--- src/rtl/imem_pkg.sv ---
// Shared definitions for the instruction-memory loader and the instruction memory:
// FSM encoding, default geometry and byte-lane helpers (big-endian lane order).
package imem_pkg;

  localparam int IMEM_ADDR_W = 10;
  localparam int WORD_BYTES  = 4;

  // Lane 0 carries word bits [31:24] and lands at the lowest byte address.
  localparam logic [1:0] LANE_FIRST = 2'd0;
  localparam logic [1:0] LANE_LAST  = 2'd3;

  typedef enum logic [1:0] {
    ST_IDLE   = 2'd0,
    ST_ACCEPT = 2'd1,
    ST_WRITE  = 2'd2,
    ST_DONE   = 2'd3
  } state_t;

  function automatic logic [7:0] lane_byte(input logic [31:0] w, input logic [1:0] k);
    lane_byte = w[31:24];
    case (k)
      2'd0: lane_byte = w[31:24];
      2'd1: lane_byte = w[23:16];
      2'd2: lane_byte = w[15:8];
      2'd3: lane_byte = w[7:0];
      default: lane_byte = w[31:24];
    endcase
  endfunction

endpackage

--- src/rtl/imem_loader.sv ---
// Streams 32-bit instruction words into a byte-wide instruction memory, one byte
// per cycle, MSB first, holding the CPU off the memory while a session runs.
//
// Handshake: a word transfers on a rising edge where word_valid && word_ready;
// word_ready depends only on the FSM state (ACCEPT), never on word_valid.
module imem_loader
  import imem_pkg::*;
#(
  parameter int ADDR_W = IMEM_ADDR_W
) (
  input  logic              clk,
  input  logic              reset,
  input  logic              start,
  input  logic [ADDR_W-1:0] base_addr,
  input  logic              word_valid,
  input  logic [31:0]       word_data,
  input  logic              word_last,
  output logic              word_ready,
  output logic              mem_we,
  output logic [ADDR_W-1:0] mem_addr,
  output logic [7:0]        mem_wdata,
  output logic              busy,
  output logic              done,
  output logic [ADDR_W-2:0] word_count,
  output logic              wrap_err,
  output logic [1:0]        dbg_state
);

  state_t            state_q, state_d;
  logic [ADDR_W-1:0] ptr;
  logic              ptr_wrapped;
  logic [31:0]       word_q;
  logic              last_q;
  logic [1:0]        byte_idx;
  logic [1:0]        byte_nxt;
  logic [ADDR_W:0]   ptr_sum;

  assign byte_nxt  = byte_idx + 2'd1;
  assign ptr_sum   = {1'b0, ptr} + (ADDR_W+1)'(WORD_BYTES);
  assign dbg_state = state_q;

  always_ff @(posedge clk or negedge reset) begin
    if (!reset) state_q <= ST_IDLE;
    else        state_q <= state_d;
  end

  always_comb begin
    state_d    = state_q;
    word_ready = 1'b0;
    busy       = 1'b1;
    done       = 1'b0;
    case (state_q)
      ST_IDLE: begin
        busy = 1'b0;
        if (start) state_d = ST_ACCEPT;
      end
      ST_ACCEPT: begin
        word_ready = 1'b1;
        if (word_valid) state_d = ST_WRITE;
      end
      ST_WRITE: begin
        if (byte_idx == LANE_LAST) state_d = last_q ? ST_DONE : ST_ACCEPT;
      end
      ST_DONE: begin
        done    = 1'b1;
        state_d = ST_IDLE;
      end
      default: state_d = ST_IDLE;
    endcase
  end

  // Write port is registered: the handshake edge already presents lane 0.
  always_ff @(posedge clk or negedge reset) begin
    if (!reset) begin
      ptr         <= '0;
      ptr_wrapped <= 1'b0;
      word_q      <= '0;
      last_q      <= 1'b0;
      byte_idx    <= LANE_FIRST;
      mem_we      <= 1'b0;
      mem_addr    <= '0;
      mem_wdata   <= '0;
      word_count  <= '0;
      wrap_err    <= 1'b0;
    end else begin
      mem_we <= 1'b0;
      case (state_q)
        ST_IDLE: begin
          if (start) begin
            ptr         <= base_addr & ~ADDR_W'(WORD_BYTES - 1);
            ptr_wrapped <= 1'b0;
            word_count  <= '0;
            wrap_err    <= 1'b0;
          end
        end
        ST_ACCEPT: begin
          if (word_valid) begin
            word_q    <= word_data;
            last_q    <= word_last;
            byte_idx  <= LANE_FIRST;
            mem_we    <= 1'b1;
            mem_addr  <= ptr;
            mem_wdata <= lane_byte(word_data, LANE_FIRST);
            // Flag only once a byte actually lands at a wrapped address.
            if (ptr_wrapped) wrap_err <= 1'b1;
          end
        end
        ST_WRITE: begin
          if (byte_idx != LANE_LAST) begin
            byte_idx  <= byte_nxt;
            mem_we    <= 1'b1;
            mem_addr  <= ptr + ADDR_W'(byte_nxt);
            mem_wdata <= lane_byte(word_q, byte_nxt);
          end else begin
            ptr         <= ptr_sum[ADDR_W-1:0];
            ptr_wrapped <= ptr_wrapped | ptr_sum[ADDR_W];
            if (word_count != '1) word_count <= word_count + (ADDR_W-1)'(1);
          end
        end
        default: ;
      endcase
    end
  end

endmodule

--- config.mk ---
export PLATFORM = sky130hd
export DESIGN_NAME = imem_loader
export DESIGN_NICKNAME = d
export VERILOG_FILES = /design/src/rtl/imem_pkg.sv /design/src/rtl/imem_loader.sv
export SDC_FILE = /design/constraint.sdc
export NUM_CORES = 1
export LEC_CHECK = 0
export CAP_MARGIN = 20
export CORE_MARGIN = 2
export CORE_UTILIZATION = 50
export CTS_CLUSTER_DIAMETER = 30
export DETAILED_ROUTE_END_ITERATION = 10
export MAX_ROUTING_LAYER = met4
export PLACE_DENSITY = 0.82
export RECOVER_POWER = 50
export SLEW_MARGIN = 5
export SYNTH_ARGS = -nofsm -noshare
export SYNTH_HDL_FRONTEND = slang
export SYNTH_SLANG_ARGS = --single-unit
--- constraint.sdc ---
create_clock -name clk -period 2.3 [get_ports clk]
set_input_delay 0.23 -clock clk [delete_from_list [all_inputs] [get_ports clk]]
set_output_delay 0.23 -clock clk [all_outputs]
set_load 0.005 [all_outputs]
## Word-level counts from Yosys, hierarchy flattened

Index checks and enable logic that the tools add are counted.

- Register bits after elaboration: 77
- Bits of input ports: 47
- Word-level logic and storage cells: 77

- $add $sub $neg: 4
- Equality and inequality tests: 16
- Muxes and demuxes: 34
- Bitwise logic cells: 1
- Reduce and logical (&&, ||, !) cells: 11

Operators by type and width:

| kind | number |
|---|---|
| $mux 10 | 4 |
| $pmux 10 s2 | 2 |
| $pmux 8 s4 | 1 |
| $mux 9 | 3 |
| $pmux 9 s2 | 1 |
| $mux 8 | 2 |
| $ne 2x2->1 const B | 8 |
| $pmux 8 s2 | 1 |
| $mux 2 | 6 |
| $add 10x3->11 const B | 1 |
| $add 10x2->10 | 1 |
| $eq 2x2->1 const B | 5 |
| $add 9x1->9 const B | 1 |
| $mux 1 | 9 |
| $ne 9x9->1 const B | 1 |
| $reduce_and 3->1 | 3 |
| $pmux 2 s4 | 1 |
| $reduce_and 4->1 | 2 |
| $pmux 1 s2 | 3 |
| $reduce_bool 2->1 | 3 |
| $eq 2x1->1 const B | 2 |
| $logic_not 2->1 | 2 |
| $pmux 2 s2 | 1 |
| $add 2x1->2 const B | 1 |
| other kinds (2) | 2 |

## Logic depth before layout (Yosys ltp)

- Word-level depth: 5
- Mapped depth: 8
- Mapped depth without buffers: 7

## Least setup slack after synthesis

OpenSTA, ideal clock, no wires.

- Path type: register to register
- From: reg word_count[3]
- To: reg word_count[5]
- Setup time: 0.126 ns
- Data arrival time: 1.940 ns
- Required time: 2.174 ns
- Slack: 0.234 ns
- Cell stages (with the launch flop): 8
- Buffers on the path: 0
- Path through: dfrtp_1 -> and4_1 -> and4_1 -> ha_1 -> and4b_1 -> nand3_1 -> and3_1 -> a221o_1

- Cells in the longest elaborated chain, start to end: 4

Ends and longest elaborated chain:

| what | RTL line | text |
|---|---|---|
| start, declared | imem_loader.sv:24 | `output logic [ADDR_W-2:0] word_count,` |
| start signal, assigned | imem_loader.sv:117 | `if (word_count != '1) word_count <= word_count + (ADDR_W-1)'(1);` |
| $add 9x1->9 | imem_loader.sv:117 |  |
| $mux 9 | imem_loader.sv:117 |  |
| $mux 9 | imem_loader.sv:109 | `if (byte_idx != LANE_LAST) begin` |
| $pmux 9 s2 | imem_loader.sv:87 | `case (state_q)` |

Several ways; a longest one is shown, not always the timed one. The select of a mux whose other input is x is not followed.
A chain may end at the register's enable or synchronous reset.

## Worst setup path in the final report

- From: reg state_q[0], in the netlist dbg_state[0]
- To: out busy

- Cells in the longest elaborated chain, start to end: 2

Ends and longest elaborated chain:

| what | RTL line | text |
|---|---|---|
| start, declared | imem_loader.sv:29 | `state_t state_q, state_d;` |
| start signal, assigned | imem_loader.sv:44 | `else state_q <= state_d;` |
| $logic_not 2->1 | imem_loader.sv:52 | `case (state_q)` |
| $mux 1 | imem_loader.sv:52 |  |
| end, declared | imem_loader.sv:22 | `output logic busy,` |

Every way passes these cells.

==> results.md <==
* CTS resizes at 0
* Ys Warns at 0
* CTS buffer count at 9
* Full die area at 7590 um^2
* RSZ-0062 raised after global routing: no
* Syn_nets at 375
* Critical Path RT at 2.07 ns
* Nets at 456
* Site Rows at 30
* Post-CTS Setup Repair Bufs at 0
* Clock Tree Root: clkbuf_8
* Final Hold Viols at 0
* Failing checks: max-capacitance violations, max-slew violations
* Netlist cell types at 54
* Die width at 87.1 um
* Netlist Area Pre-Place at 3450 um^2
* Grt ovf at 0
* Final setup margin at 0.0973 ns
* Clock sink count at 67
* Clock slew at reported path FFs at 0.08 ns
* Slowest CP cell: clkdlybuf4s50_1
* Sequential area share after synthesis at 0.486
* Max Slew Vio Count at 68
* Outcome: complete, but fails checks
* DRT Pass-1 Iters at 6
* Placed insts at 465
* Tightest Hold Check Type: in -> reg
* Register area at 1680 um^2
* Worst slew margin at -0.0826
* Total Wirelength at 7.98 mm
* Placer Congestion at 0.851
* Crit path time final at 2.20 ns
* Ratio of cells with drive above 1 in the final layout at 0.174
* Flip-flop and latch count after synthesis at 67
* Max_cap viols at 1
* Die Y at 87.1 um
* Worst Path Arrival at 1.97 ns
* Final hold slack at 0.481 ns
* Worst skew pair latency at 0.35 ns
* CP max stage delay at 0.51 ns
* Worst vdd ir at 0.000669 V
* Iter 0 DRT Violations at 232
* CP Class: reg -> out
* Core ar. at 6760 um^2
* Vias in the first global route at 2680
* Placement Cell Area at 4330 um^2
* Final setup TNS at 0 ns
* Layout fillers at 499
* Critical-path cell list: inv_1, ha_1, buf_4, inv_1, clkdlybuf4s50_1
* CP Max Fanout at 9
* Number of vias in the routed layout at 2820
* Leak Pwr at 1.87 nW
* Bufs on Longest Clock Path at 2
* Dpl ws at 0.150 ns
* Detailed Place HPWL at 5.49 mm
* EDFF count, synth at 0
* Synth async-reset ratio at 1.00
* Total power at 6.05 mW
* Skew final at 0.0110 ns
* Critical Path Sink Type: output pin
* Initial antenna violation count at 0
* Synth-to-layout area growth at 31.1%
* Antenna cells at 0
* Gate count after technology mapping at 316
* Power per cell area at 1340 nW/um^2
* Delay-heaviest family, CP: buffers and inverters
* Starting Density at 0.511
* Element type at the critical path start: flop
* Largest net degree at the start of global routing at 68
* Worst-Margin Slew at 1.62 ns
* Setup-failing EPs final at 0
* IO buf count at 78
* Multi-input gate area at 1600 um^2
* I/O Pins at 81
* Vias per cell at 5.85
* Worst Path Buf+Inv at 4
* Design Area, Final at 4530 um^2
* Final worst-path cycle share at 0.958
* Post-route DRC at 0
* DRT antenna net count at 0
* Global Route Usage Sum at 0.229
* Fmax at 0.454 GHz
* First-pass GRT wire length at 13.0 mm
* CTS HTree Levels at 3
* Core Util, Final at 0.670
* Post-route insts no fill at 482
* TritonCTS clock tree: done
* Top FF cell, synth: dfrtp_1
* CP dominant cell by count: inv_1
* Post-Syn Area per Cell at 10.9 um^2
* WL/cell at 16.6 um
[placed cells by master, fill, tap and decap left out, drive strengths merged, types with 3 or more instances in the layout]
master / count
mux2i: 4
clkbuf: 11
o21a: 8
ha: 12
inv: 17
nor3: 7
nor2b: 4
nand2: 28
buf: 11
o21ai: 10
mux2: 30
a22oi: 4
o221ai: 9
dlygate4sd3: 16
nand4b: 3
dfrtp: 67
clkdlybuf4s50: 62
nand3: 12
a21oi: 16
nor2: 12
or4: 3
clkinvlp: 4
nand2b: 3
a31oi: 3
nand4: 3
o211ai: 5
a222oi: 8
[per-layer routing]
metal | track usage | part of all wire
met1 | 0.302 | 0.43
met4 | 0.0671 | 0.010
met5 | - | 0
met3 | 0.0616 | 0.063
met2 | 0.350 | 0.49
[repair_timing]
item	4_1_cts	5_1_grt
setup endpoints to repair	0	0
endpoints found under the hold margin	67	0
hold buffers	1	0
[state kept, by name (all words and copies together) (netlist names), 2 cells and up]
name and count:
mem_addr 10, dbg_state 2, mem_wdata 8, word_q 24, byte_idx 2, word_count 9, ptr 8
[cell usage after synthesis (all sizes together), types with 8 or more instances]
library cell / n / area share
dfrtp: 67 / 0.49
o21a: 8 / 0.017
a222oi: 8 / 0.023
mux2: 30 / 0.098
o221ai: 9 / 0.030
nand3: 12 / 0.019
o21ai: 10 / 0.014
ha: 12 / 0.043
a21oi: 16 / 0.026
inv: 17 / 0.018
nand2: 28 / 0.030
buf: 16 / 0.027
nor2: 12 / 0.013
[logic make-up after synthesis]
kind of cell / count (synthesis) / share of synthesized area
AO/OA/AOI/OAI: 75 / 0.169
multiplexers: 34 / 0.111
flip-flops: 67 / 0.486
buffers and inverters: 37 / 0.0500
XOR/XNOR: 3 / 0.00761
adder cells (fa/ha/maj): 12 / 0.0435
AND/OR/NAND/NOR: 87 / 0.133
other: 1 / 0.00109
[area by class of cell]
type,count,share of cell area
Sequential cell,67,0.370
Multi-Input combinational cell,212,0.354
Timing Repair Buffer,90,0.194
Clock buffer,10,0.0304
Tap cell,80,0.0221
Clock inverter,6,0.0144
Inverter,17,0.0141
[report_power, final]
group	switching [mW]	total (mW)	leakage, nW	internal (mW)
clock network	0.480	1.01	0.0905	0.527
registers	0.440	2.17	0.814	1.73
logic	1.39	2.88	0.962	1.49
total	2.31	6.05	1.87	3.75
[worst register-to-register path, cell delays in order, from the launching register on]
cell	delay [ns]
dfrtp_1	0.47
and4_1	0.27
and4_1	0.21
ha_1	0.19
and4b_1	0.36
nand3_1	0.12
and3_1	0.19
a221o_1	0.25
[path summary, 6_finish.rpt]
kind | slack, ns | startpoint | to | depth (start not counted)
max in group asynchronous | 0.41 | reset | mem_addr[0]$_DFFE_PN0P_ | 3
worst min register to register | 0.49 | mem_wdata[6]$_DFFE_PN0P_ | mem_wdata[6]$_DFFE_PN0P_ | 1
worst min-delay path | 0.48 | word_data[18] | word_q[18]$_DFFE_PN0P_ | 2
worst max-delay path | 0.1 | dbg_state[0]$_DFFE_PN0P_ | busy | 5
worst max register to register | 0.12 | word_count[3]$_DFFE_PN0P_ | word_count[5]$_DFFE_PN0P_ | 7
min in group asynchronous | 0.91 | reset | word_count[7]$_DFFE_PN0P_ | 3
(Power assumes the default switching activity.)
